### config.mk
export PLATFORM = sky130hd
export DESIGN_NAME = l2_sched
export DESIGN_NICKNAME = d
export VERILOG_FILES = /design/src/rtl/l2_sched_pkg.sv /design/src/rtl/l2_rr_arb.sv /design/src/rtl/l2_sched.sv
export SDC_FILE = /design/constraint.sdc
export NUM_CORES = 1
export LEC_CHECK = 0
export CORE_MARGIN = 2
export CORE_UTILIZATION = 53
export CTS_BUF_LIST = sky130_fd_sc_hd__clkbuf_8
export CTS_CLUSTER_DIAMETER = 200
export DETAILED_ROUTE_END_ITERATION = 16
export GPL_TIMING_DRIVEN = 0
export HOLD_SLACK_MARGIN = 0.06
export PLACE_DENSITY = 0.95
export SLEW_MARGIN = 30
export SYNTH_ARGS = -nofsm -noshare
export SYNTH_HDL_FRONTEND = slang
export SYNTH_SLANG_ARGS = --single-unit
### constraint.sdc
create_clock -name clk -period 4.6 [get_ports clk]
set_clock_uncertainty 0.1 [all_clocks]
set_input_delay 1.38 -clock clk [delete_from_list [all_inputs] [get_ports clk]]
set_output_delay 1.38 -clock clk [all_outputs]
set_load 0.005 [all_outputs]
### src/rtl/l2_sched_pkg.sv
// Shared widths, FSM state encoding and small helpers for the L2 sum-of-squares scheduler.
package l2_sched_pkg;

  localparam int DATA_W          = 8;
  localparam int ACC_W           = 20;
  localparam int MAX_LEN_DEFAULT = 16;

  typedef enum logic [2:0] {
    IDLE,
    STREAM,
    DRAIN,
    RESP,
    CLEAR
  } state_e;

  // Width of a requester index; a single bit is kept even for one requester.
  function automatic int id_width(input int n);
    return (n > 1) ? $clog2(n) : 1;
  endfunction

endpackage

### src/rtl/l2_rr_arb.sv
// Combinational round-robin pick: first active request at or above ptr, wrapping.
module l2_rr_arb
  import l2_sched_pkg::*;
#(
  parameter int NREQ = 2,
  parameter int IDW  = id_width(NREQ)
) (
  input  logic [NREQ-1:0] req,
  input  logic [IDW-1:0]  ptr,
  output logic [NREQ-1:0] gnt,
  output logic [IDW-1:0]  idx,
  output logic            any
);

  logic [IDW-1:0] cand;

  // Walk NREQ positions starting at ptr; the first active one wins.
  always_comb begin
    gnt  = '0;
    idx  = '0;
    any  = 1'b0;
    cand = '0;
    for (int off = 0; off < NREQ; off++) begin
      cand = IDW'((int'(ptr) + off) % NREQ);
      if (!any && req[cand]) begin
        any       = 1'b1;
        gnt[cand] = 1'b1;
        idx       = cand;
      end
    end
  end

endmodule

### src/rtl/l2_sched.sv
// Round-robin scheduler sharing one sum-of-squares datapath between NREQ vector requesters.
// One requester is granted at a time; its elements are streamed to the datapath, results
// are counted back, the final running sum is returned with the requester ID, and the
// datapath accumulator is cleared before the next grant.
module l2_sched
  import l2_sched_pkg::*;
#(
  parameter int  NREQ    = 2,
  parameter int  MAX_LEN = MAX_LEN_DEFAULT,
  localparam int IDW     = id_width(NREQ),
  localparam int CW      = $clog2(MAX_LEN) + 1
) (
  input  logic                     clk,
  input  logic                     reset,
  input  logic [NREQ-1:0]          req_valid,
  input  logic [NREQ*DATA_W-1:0]   req_data,
  input  logic [NREQ-1:0]          req_last,
  output logic [NREQ-1:0]          req_ready,
  output logic [DATA_W-1:0]        dp_a,
  output logic                     dp_valid_in,
  output logic                     dp_clear,
  input  logic [ACC_W-1:0]         dp_f,
  input  logic                     dp_valid_out,
  output logic                     rsp_valid,
  input  logic                     rsp_ready,
  output logic [ACC_W-1:0]         rsp_data,
  output logic [IDW-1:0]           rsp_id,
  output logic                     rsp_ovf,
  output logic                     busy
);

  state_e            state_q, state_d;

  // Registered grant (index and onehot form) and round-robin start pointer.
  logic [IDW-1:0]    gnt_q;
  logic [NREQ-1:0]   gnt_oh_q;
  logic [IDW-1:0]    rr_ptr_q;
  logic [IDW-1:0]    rr_next;

  // Elements sent to / results received from the datapath for the current vector.
  logic [CW-1:0]     sent_q;
  logic [CW-1:0]     recv_q;
  logic              ovf_q;

  // Arbiter outputs.
  logic [NREQ-1:0]   arb_gnt;
  logic [IDW-1:0]    arb_idx;
  logic              arb_any;

  // Per-cycle strobes from the FSM.
  logic              hs;
  logic              ovf_hs;
  logic              at_max;
  logic              rcv_ok;
  logic              capture;
  logic              rsp_fire;

  // Granted requester's element and last flag.
  logic [DATA_W-1:0] sel_data;
  logic              sel_last;

  l2_rr_arb #(
    .NREQ (NREQ),
    .IDW  (IDW)
  ) u_arb (
    .req (req_valid),
    .ptr (rr_ptr_q),
    .gnt (arb_gnt),
    .idx (arb_idx),
    .any (arb_any)
  );

  assign rr_next = (gnt_q == IDW'(NREQ - 1)) ? '0 : gnt_q + 1'b1;
  assign busy    = (state_q != IDLE);

  // AND-OR mux of the granted requester's element and last flag.
  always_comb begin
    sel_data = '0;
    sel_last = 1'b0;
    for (int i = 0; i < NREQ; i++) begin
      if (gnt_oh_q[i]) begin
        sel_data = sel_data | req_data[i*DATA_W +: DATA_W];
        sel_last = sel_last | req_last[i];
      end
    end
  end

  // State register.
  always_ff @(posedge clk or negedge reset) begin
    if (!reset) begin
      state_q <= IDLE;
    end else begin
      state_q <= state_d;
    end
  end

  // Next-state logic plus the per-cycle strobes that drive the register blocks.
  always_comb begin
    state_d   = state_q;
    req_ready = '0;
    hs        = 1'b0;
    ovf_hs    = 1'b0;
    capture   = 1'b0;
    rsp_fire  = 1'b0;
    dp_clear  = 1'b0;
    at_max    = (sent_q == CW'(MAX_LEN - 1));
    // Results are only meaningful while a vector is in flight and still owed;
    // anything else is a spurious pulse and is dropped.
    rcv_ok    = dp_valid_out && (recv_q != sent_q) &&
                ((state_q == STREAM) || (state_q == DRAIN));
    unique case (state_q)
      IDLE: begin
        if (arb_any) begin
          state_d = STREAM;
        end
      end
      STREAM: begin
        req_ready = gnt_oh_q;
        hs        = |(req_valid & gnt_oh_q);
        if (hs && (sel_last || at_max)) begin
          state_d = DRAIN;
        end
        ovf_hs = hs && at_max && !sel_last;
      end
      DRAIN: begin
        // The final result can only arrive here: it trails the last handshake by
        // the one-cycle feed register plus at least one cycle of datapath latency.
        if (rcv_ok && ((recv_q + 1'b1) == sent_q)) begin
          capture = 1'b1;
          state_d = RESP;
        end
      end
      RESP: begin
        if (rsp_ready) begin
          rsp_fire = 1'b1;
          state_d  = CLEAR;
        end
      end
      CLEAR: begin
        dp_clear = 1'b1;
        state_d  = IDLE;
      end
      default: begin
        state_d = IDLE;
      end
    endcase
  end

  // Grant capture during arbitration and round-robin pointer advance after a response.
  always_ff @(posedge clk or negedge reset) begin
    if (!reset) begin
      gnt_q    <= '0;
      gnt_oh_q <= '0;
      rr_ptr_q <= '0;
    end else begin
      if ((state_q == IDLE) && arb_any) begin
        gnt_q    <= arb_idx;
        gnt_oh_q <= arb_gnt;
      end
      if (rsp_fire) begin
        rr_ptr_q <= rr_next;
      end
    end
  end

  // Sent/received element counters and the truncation flag for the current vector.
  always_ff @(posedge clk or negedge reset) begin
    if (!reset) begin
      sent_q <= '0;
      recv_q <= '0;
      ovf_q  <= 1'b0;
    end else if (state_q == CLEAR) begin
      sent_q <= '0;
      recv_q <= '0;
      ovf_q  <= 1'b0;
    end else begin
      if (hs) begin
        sent_q <= sent_q + 1'b1;
      end
      if (rcv_ok) begin
        recv_q <= recv_q + 1'b1;
      end
      if (ovf_hs) begin
        ovf_q <= 1'b1;
      end
    end
  end

  // ---- stage p0 -> p1: datapath feed register, one cycle after each handshake ----
  always_ff @(posedge clk or negedge reset) begin
    if (!reset) begin
      dp_a        <= '0;
      dp_valid_in <= 1'b0;
    end else begin
      dp_valid_in <= hs;
      if (hs) begin
        dp_a <= sel_data;
      end
    end
  end

  // Response capture on the final result; held until the consumer accepts it.
  always_ff @(posedge clk or negedge reset) begin
    if (!reset) begin
      rsp_valid <= 1'b0;
      rsp_data  <= '0;
      rsp_id    <= '0;
      rsp_ovf   <= 1'b0;
    end else begin
      if (capture) begin
        rsp_valid <= 1'b1;
        rsp_data  <= dp_f;
        rsp_id    <= gnt_q;
        rsp_ovf   <= ovf_q;
      end else if (rsp_fire) begin
        rsp_valid <= 1'b0;
      end
    end
  end

endmodule

==> results of run 1 <==
==> registers in the layout, indices dropped and copies added, names as in the netlist <==
signal       flops
gnt_oh_q         2
sent_q           5
rr_ptr_q         1
recv_q           5
gnt_q            1
rsp_id           1
rsp_data        20
dp_a             8
dp_valid_in      1
rsp_valid        1
ovf_q            1
state_q          3
rsp_ovf          1
==> cells in the mapped netlist, drive strengths merged (3+ instances only) <==
library cell	n
buf	7
xor2	4
and3	24
mux2i	7
nand2	16
nor2	14
xnor2	8
dfrtp	50
o311ai	22
clkbuf	18
o21ai	28
ha	3
inv	28
a21oi	13
a22oi	10
nor3	3
a31oi	22
==> routing by layer <==
metal	share of wire, %	wire length [um]
met1	41	3030
met2	50	3690
met3	8.4	625
met4	1.1	82
met5	0	0
==> path summary, 6_finish.rpt <==
check                           start            to  cells past startpoint
min in group asynchronous       reset  rsp_data[19]                      1
max reg2reg                 recv_q[0]  rsp_data[15]                      6
min reg2reg                     gnt_q      rr_ptr_q                      1
max in group asynchronous       reset         ovf_q                      1
max                        state_q[1]      dp_clear                      5
min                             gnt_q      rr_ptr_q                      1
==> cells by family after synthesis <==
logic type                 after synthesis  share of synthesized area (%)
muxes                                    8                           2.92
and+or+nand+nor                         74                           14.8
adders and majority gates                3                           1.35
xor gates and xnor gates                12                           3.78
buffers and inverters                   53                           7.91
AOI/OAI and AO/OA                      103                           24.3
DFF                                     50                           45.0
==> layout make-up <==
class	instances	area, um2
Sequential cell	50	1250
Clock buffer	6	82.6
Fill cell	371	1330
Timing Repair Buffer	79	788
Tap cell	70	87.6
Clock inverter	2	8.76
Multi-Input combinational cell	200	1310
Inverter	28	105
Buffer	25	115
==> worst register-to-register path, delay by kind of cell (launching register included) <==
kind	cells	cell delay (ps)
DFF	1	450
adders and majority gates	1	300
AOI/OAI and AO/OA	2	530
muxes	1	310
and+or+nand+nor	1	210
buffers and inverters	1	410
==> power by group <==
| part | total, W | switching, W | internal, W |
|---|---|---|---|
| combinational | 0.000639 | 0.000389 | 0.000249 |
| sequential | 0.000491 | 0.0000286 | 0.000463 |
| clock | 0.000266 | 0.000147 | 0.000120 |
| total | 0.00140 | 0.000565 | 0.000831 |
==> through the flow <==
step                      instances  setup slack [ps]
after global placement          452               609
final                           460              1200
after global routing            460              1070
after detailed placement        452              1120
after CTS                       460              1170
after floorplan                 303              1810
==> flow_summary.json, run 1 <==
{
  "status": "completed",
  "cts_setup_buffers": 0,
  "path_cells": "buf_2, nor2_1, nand2_1, inv_1, clkdlybuf4s50_1",
  "rsz0062_at_grt": "false",
  "vias_per_cell": 5.97,
  "die_h_um": 76.5,
  "syn_nets": 350,
  "setup_violations": 0,
  "grt_max_degree": 51,
  "power.total_w": 0.00140,
  "period_share_pct": 74.0,
  "drc": 0,
  "async_flop_share_pct": 100,
  "final_nets": 436,
  "ir_drop_uv": 199,
  "stdcell_area_um2": 3750,
  "clkTransAtPathRegs_ps": 80,
  "report.final.slew_viol_count": 0,
  "cts_sinks": 50,
  "synthToLayoutAreaGrowth_pct": 34.8,
  "numCtsBuffers": 5,
  "mostFrequentLayoutCells": "clkdlybuf4s50_1 (78), dfrtp_1 (50), inv_1 (29), o21ai_0 (27), and3_1 (24)",
  "hold_buffers": 0,
  "yosysTopAreaCellShare_pct": 45.0,
  "post-route-util_pct": 73.9,
  "relSlewSlack_pct": 58.7,
  "ys_top_cells_by_area": "dfrtp_1 (45%), o311ai_1 (6.9%), and3_1 (5.4%)",
  "ys_seq_area_share_pct": 45.0,
  "gr-usage-met2_pct": 45.2,
  "clk_path_buf_depth": 2,
  "max_freq_ghz": 0.294,
  "cp.required_ps": 3120,
  "arrival_ps": 1920,
  "path_class": "flip-flop to output port",
  "syn_inst": 303,
  "initial_core_util_pct": 54.8,
  "yosys_warnings": 0,
  "clock-root-buffer": "clkbuf_8",
  "top_usage_layer": "met2",
  "ant_nets": 0,
  "critPathBufInv": 3,
  "p_leak_nw": 1.59,
  "via_count": 2748,
  "coreArea_um2": 5070,
  "antenna_cells": 0,
  "die_x_um": 76.5,
  "synth_seq_cells": 50,
  "placed_cell_area_um2": 3660,
  "worstMarginPinSlew_ps": 619,
  "first_pass_iters": 5,
  "htreeDepth": 2,
  "cap_violations": 0,
  "hold_viol_final": 0,
  "synth_cell_types": 38,
  "place.gp.congestion": 0.840,
  "die-area_um2": 5850,
  "antenna_found_initial": 0,
  "layout_commonest_cell": "clkdlybuf4s50_1",
  "grt_pass1_vias": 2798,
  "gr-total-overflow": 0,
  "powerDensity_nw_per_um2": 372,
  "synthFlopType": "dfrtp_1",
  "worst_setup_path_start_kind": "flip-flop",
  "rows": 26,
  "endpoint_kind": "output port",
  "num_io_pins": 80,
  "regToRegSetupSlack_ps": 2150,
  "io_buffers": 79,
  "hold_class": "flip-flop to flip-flop",
  "critPathTopFamily": "buffers and inverters",
  "syn_avg_cell_area_um2": 9.18,
  "cpMaxStageDelayCell": "clkdlybuf4s50_1",
  "grtUsageMet3_pct": 6.64,
  "cts_tree": "yes",
  "path_max_fanout": 10,
  "drt_iter0_drc": 226,
  "finalWorstPathRequiredPeriod_ps": 3400,
  "synth_top_area_cell": "dfrtp_1",
  "slowest_delay_ps": 520,
  "drt-wirelength-per-cell_um": 16.2,
  "use_met1_pct": 32.3,
  "ctsResizeCount": 0,
  "fin_hold_ws_ps": 400,
  "insertion_delay_ps": 300,
  "post-dp-hpwl_um": 5150,
  "syn_area_um2": 2780,
  "routed_wl_um": 7430,
  "synth-edff-count": 0,
  "grt_pass1_wl_um": 12700,
  "finalSetupTns_ps": 0,
  "track_usage_pct": 26.2,
  "drive_above_1_share_pct": 5.13
}
(Power assumes the default switching activity.)
==> run 2, diff against run 1 <==
--- a/config.mk
+++ b/config.mk
@@ -6,13 +6,13 @@
 export NUM_CORES = 1
 export LEC_CHECK = 0
 export CORE_MARGIN = 2
-export CORE_UTILIZATION = 53
+export CORE_UTILIZATION = 45
 export CTS_BUF_LIST = sky130_fd_sc_hd__clkbuf_8
 export CTS_CLUSTER_DIAMETER = 200
 export DETAILED_ROUTE_END_ITERATION = 16
 export GPL_TIMING_DRIVEN = 0
 export HOLD_SLACK_MARGIN = 0.06
-export PLACE_DENSITY = 0.95
+export PLACE_DENSITY = 0.89
 export SLEW_MARGIN = 30
 export SYNTH_ARGS = -nofsm -noshare
 export SYNTH_HDL_FRONTEND = slang
==> constraint.sdc (replaced) <==
create_clock -name clk -period 2.8 [get_ports clk]
set_clock_uncertainty 0.1 [all_clocks]
set_input_delay 0.84 -clock clk [delete_from_list [all_inputs] [get_ports clk]]
set_output_delay 0.84 -clock clk [all_outputs]
set_load 0.005 [all_outputs]
==> flow_summary.json, run 2 (same netlist as run 1, synthesis figures left out) <==
{
  "nFillCells": 499,
  "cts_sinks": 50,
  "initial_core_util_pct": 46.7,
  "path_class": "flip-flop to output port",
  "htreeDepth": 2,
  "drc": 0,
  "slowest_delay_ps": 520,
  "place.gp.congestion": 0.797,
  "gr-total-overflow": 0,
  "max_freq_ghz": 0.369,
  "post-route-util_pct": 64.0,
  "grt_max_degree": 51,
  "cpMaxStageDelayCell": "clkdlybuf4s50_1",
  "final_nets": 439,
  "hold_end": "rr_ptr_q",
  "multi_input_area_um2": 1320,
  "clock-root-buffer": "clkbuf_8",
  "arrival_ps": 1770,
  "regToRegSetupSlack_ps": 420,
  "drive_above_1_share_pct": 6.62,
  "hold_buffers": 0,
  "critPathTopFamily": "buffers and inverters",
  "period_share_pct": 96.8,
  "gr-usage-met2_pct": 36.9,
  "top_regs": "rsp_data x20, dp_a x8",
  "top_register": "rsp_data",
  "hold_path_depth": 1,
  "grt_pass1_wl_um": 11500,
  "die-area_um2": 6830,
  "insertion_delay_ps": 300,
  "use_met1_pct": 27.0,
  "critPathBufInv": 3,
  "r2r_cells": 6,
  "largest_reg_flops": 20,
  "rows": 28,
  "routed_wl_um": 7100,
  "antenna_found_initial": 0,
  "worstMarginPinSlew_ps": 507,
  "status": "completed",
  "drt_iter0_drc": 156,
  "cts_tree": "yes",
  "antenna_cells": 0,
  "powerDensity_nw_per_um2": 600,
  "clk_path_buf_depth": 2,
  "grt_pass1_vias": 2578,
  "stdcell_area_um2": 3810,
  "drt-wirelength-per-cell_um": 15.2,
  "ir_drop_uv": 302,
  "top_usage_layer": "met2",
  "relSlewSlack_pct": 66.2,
  "track_usage_pct": 21.5,
  "post-dp-hpwl_um": 5020,
  "ff_latch_area_um2": 1250,
  "via_count": 2702,
  "min-delay-start": "gnt_q",
  "mostFrequentLayoutCells": "clkdlybuf4s50_1 (78), dfrtp_1 (50), inv_1 (29), o21ai_0 (27), and3_1 (24)",
  "finalWorstPathRequiredPeriod_ps": 2710,
  "numCtsBuffers": 5,
  "endpoint_kind": "output port",
  "layout_commonest_cell": "clkdlybuf4s50_1",
  "cap_violations": 0,
  "path_cells": "buf_2, nor2_1, nand2_2, inv_1, clkdlybuf4s50_1",
  "rsz0062_at_grt": "false",
  "first_pass_iters": 4,
  "vias_per_cell": 5.77,
  "report.final.slew_viol_count": 0,
  "die_x_um": 82.6,
  "p_leak_nw": 1.62,
  "r2r_start": "recv_q[0]",
  "synthToLayoutAreaGrowth_pct": 37.0,
  "num_io_pins": 80,
  "die_h_um": 82.6,
  "coreArea_um2": 5960,
  "cp.required_ps": 1860,
  "setup_violations": 0,
  "worst_setup_path_start_kind": "flip-flop",
  "grtUsageMet3_pct": 6.30,
  "path_max_fanout": 10,
  "hold_viol_final": 0,
  "hold_class": "flip-flop to flip-flop",
  "clkTransAtPathRegs_ps": 80,
  "placed_cell_area_um2": 3690,
  "io_buffers": 79,
  "ant_nets": 0,
  "r2r_end": "state_q[0]"
}
-- run 2: cell count changes in the layout (fill, tap and decap cells not counted) --
cell | previous run | this run
nand2_1 | 16 | 15
buf_16 | 0 | 1
nand2_2 | 0 | 1
nor3b_1 | 2 | 1
buf_4 | 1 | 3
nor3_1 | 3 | 2
nor3b_2 | 0 | 1
nor3_2 | 0 | 1
-- run 2: metal layers --
layer | vias up | routed length, um
met3 | 8 | 614
met4 | 0 | 63
li1 | 1290 | -
met2 | 120 | 3430
met5 | - | 0
met1 | 1284 | 2990
-- run 2: cell type report --
type,instances,area share (%)
plain buffers,25,3.02
clock buffers,6,2.17
clock inverters,2,0.230
inverters,28,2.76
multi-input cells,200,34.7
flip-flops and latches,50,32.8
well taps,75,2.46
repair buffers,82,21.8
-- run 2: worst max path at each step --
stage / from / end / slack [ps] / cells after the start
after detailed placement: dp_valid_out / rsp_data[3] / -140 / 6
after floorplan: dp_valid_out / rsp_data[10] / 550 / 5
after global routing: gnt_oh_q[1] / req_ready[1] / 4 / 3
after global placement: reset / gnt_oh_q[1] / -710 / 1
final: state_q[1] / dp_clear / 90 / 5
after CTS: state_q[1] / req_ready[1] / 10 / 4
-- run 2: what timing repair did --
| action | CTS | global route |
|---|---|---|
| buffers inserted | 0 | 2 |
| gates resized for setup | 1 | 2 |
| setup endpoints to repair | 1 | 4 |
| pin swaps | 0 | 1 |
-- run 2: through the flow --
| stage | setup WS [ps] | hold WS [ps] | total power, W | instances | setup TNS (ps) |
|---|---|---|---|---|---|
| 2_1_floorplan | 551 | 338 | 0.00155 | 303 | 0 |
| 3_3_place_gp | -709 | 352 | 0.00179 | 457 | -36000 |
| 3_5_place_dp | -143 | 372 | 0.00184 | 458 | -1140 |
| 4_1_cts | 10.3 | 387 | 0.00228 | 466 | 0 |
| 5_1_grt | 3.68 | 411 | 0.00245 | 468 | 0 |
| 6_report | 90.0 | 378 | 0.00229 | 468 | 0 |
-- run 2: report_power, final --
| group | switching, W | leakage [nW] | internal, W |
|---|---|---|---|
| registers | 0.0000433 | 0.544 | 0.000760 |
| clock network | 0.000236 | 0.0524 | 0.000196 |
| logic | 0.000636 | 1.02 | 0.000414 |
| total | 0.000915 | 1.62 | 0.00137 |
==> run 3, diff against run 2 <==
==> constraint.sdc (replaced) <==
create_clock -name clk -period 2.49 [get_ports clk]
set_clock_uncertainty 0.1 [all_clocks]
set_input_delay 0.249 -clock clk [delete_from_list [all_inputs] [get_ports clk]]
set_output_delay 0.249 -clock clk [all_outputs]
set_load 0.005 [all_outputs]
==> flow_summary.json, run 3 (same netlist as run 1, synthesis figures left out) <==
{
  "hold_viol_final": 0,
  "top_register": "rsp_data",
  "cts_sinks": 50,
  "initial_core_util_pct": 46.7,
  "period_share_pct": 93.7,
  "track_usage_pct": 21.6,
  "final_nets": 438,
  "cp-endpoint": "rsp_data[1]",
  "path_max_fanout": 10,
  "dp.cells": 458,
  "grtUsageMet3_pct": 6.30,
  "placed_cell_area_um2": 3690,
  "num_io_pins": 80,
  "via_count": 2673,
  "r2r_end": "rsp_data[1]",
  "p_leak_nw": 1.61,
  "io_buffers": 79,
  "die_x_um": 82.6,
  "stdcell_area_um2": 3800,
  "clkTransAtPathRegs_ps": 90,
  "antenna_cells": 0,
  "regToRegSetupSlack_ps": 160,
  "setup_ws_ps": 157,
  "numCtsBuffers": 5,
  "worstMarginPinSlew_ps": 506,
  "ant_nets": 0,
  "cp.required_ps": 2570,
  "fin_cells": 467,
  "antenna_found_initial": 0,
  "htreeDepth": 2,
  "cpMaxStageDelayCell": "dfrtp_1",
  "report.final.slew_viol_count": 0,
  "layout_commonest_cell": "clkdlybuf4s50_1",
  "ir_drop_uv": 344,
  "cap_violations": 0,
  "gr-usage-met2_pct": 37.0,
  "drt_iter0_drc": 131,
  "status": "completed",
  "place.gp.congestion": 0.797,
  "clock-root-buffer": "clkbuf_8",
  "vias_per_cell": 5.72,
  "mostFrequentLayoutCells": "clkdlybuf4s50_1 (78), dfrtp_1 (50), inv_1 (29), o21ai_0 (27), and3_1 (24)",
  "slowest_delay_ps": 440,
  "die_h_um": 82.6,
  "drc": 0,
  "setup_violations": 0,
  "coreArea_um2": 5960,
  "relSlewSlack_pct": 66.3,
  "routed_wl_um": 7040,
  "finalWorstPathRequiredPeriod_ps": 2330,
  "insertion_delay_ps": 310,
  "powerDensity_nw_per_um2": 677,
  "r2r_cells": 6,
  "clk_path_buf_depth": 2,
  "rsz0062_at_grt": "false",
  "hold_class": "input port to async pin",
  "path_cells": "ha_1, and3b_1, o2bb2ai_1, mux2_2, clkbuf_1, o311ai_1",
  "max_freq_ghz": 0.429,
  "cts_tree": "yes",
  "first_pass_iters": 4,
  "grt_max_degree": 51,
  "worst_setup_path_start_kind": "flip-flop",
  "top_usage_layer": "met2",
  "pre_cts_ws_ps": 138,
  "startpoint": "recv_q[0]",
  "arrival_ps": 2410,
  "grt_pass1_vias": 2584,
  "rows": 28,
  "synthToLayoutAreaGrowth_pct": 36.6,
  "post-dp-hpwl_um": 5020,
  "drive_above_1_share_pct": 5.87,
  "endpoint_kind": "flip-flop",
  "largest_reg_flops": 20,
  "use_met1_pct": 27.0,
  "r2r_start": "recv_q[0]",
  "path_class": "flip-flop to flip-flop",
  "die-area_um2": 6830,
  "grt_pass1_wl_um": 11500,
  "gr-total-overflow": 0,
  "top_regs": "rsp_data x20, dp_a x8",
  "drt-wirelength-per-cell_um": 15.1
}
run 3: power by group:
part	internal [W]	total, W	switching (W)
registers	0.000854	0.000903	0.0000485
clock network	0.000221	0.000491	0.000270
logic	0.000469	0.00118	0.000712
run 3: per-layer routing:
| layer | vias to the layer above | wire [um] | share of wire, % |
|---|---|---|---|
| li1 | 1285 | - | - |
| met1 | 1267 | 3010 | 43 |
| met2 | 117 | 3380 | 48 |
| met3 | 4 | 600 | 8.5 |
| met4 | 0 | 48 | 0.68 |
| met5 | - | 0 | 0 |
run 3: worst min-delay path by stage:
stage / to
2_1_floorplan: dp_a[0]
3_3_place_gp: rr_ptr_q
3_5_place_dp: rsp_data[8]
4_1_cts: rsp_data[8]
5_1_grt: rsp_data[19]
6_report: rsp_data[8]
run 3: metrics by stage:
step	utilization [%]	setup TNS, ps	total power, W	hold WS (ps)
after floorplan	-	0	0.00175	-147
after global placement	61.6	-21310	0.00201	352
after detailed placement	62.0	0	0.00207	149
after CTS	63.7	0	0.00256	364
after global routing	63.8	0	0.00276	395
final	63.8	0	0.00258	356
run 3: area by class of cell:
| cell class | instances | area (um2) |
|---|---|---|
| clock inverters | 2 | 8.76 |
| flip-flops and latches | 50 | 1250 |
| fillers | 505 | 2150 |
| multi-input cells | 200 | 1320 |
| well taps | 75 | 93.8 |
| repair buffers | 81 | 826 |
| clock buffers | 6 | 82.6 |
| plain buffers | 25 | 116 |
| inverters | 28 | 105 |
run 3: what timing repair did:
| item | in CTS | in global routing |
|---|---|---|
| endpoints found under the setup margin | 0 | 2 |
| gates resized for setup | 0 | 3 |
| hold buffers | 1 | 0 |
| hold endpoints to repair | 50 | 0 |
| buffers inserted | 0 | 0 |
run 3: worst max-delay path: cells and delay by family (launching register included):
kind / cells / cell delay [ps]
simple gates: 1 / 200
flops: 1 / 440
buf+inv: 1 / 420
mux: 1 / 300
compound gates: 2 / 450
fa+ha+maj: 1 / 300
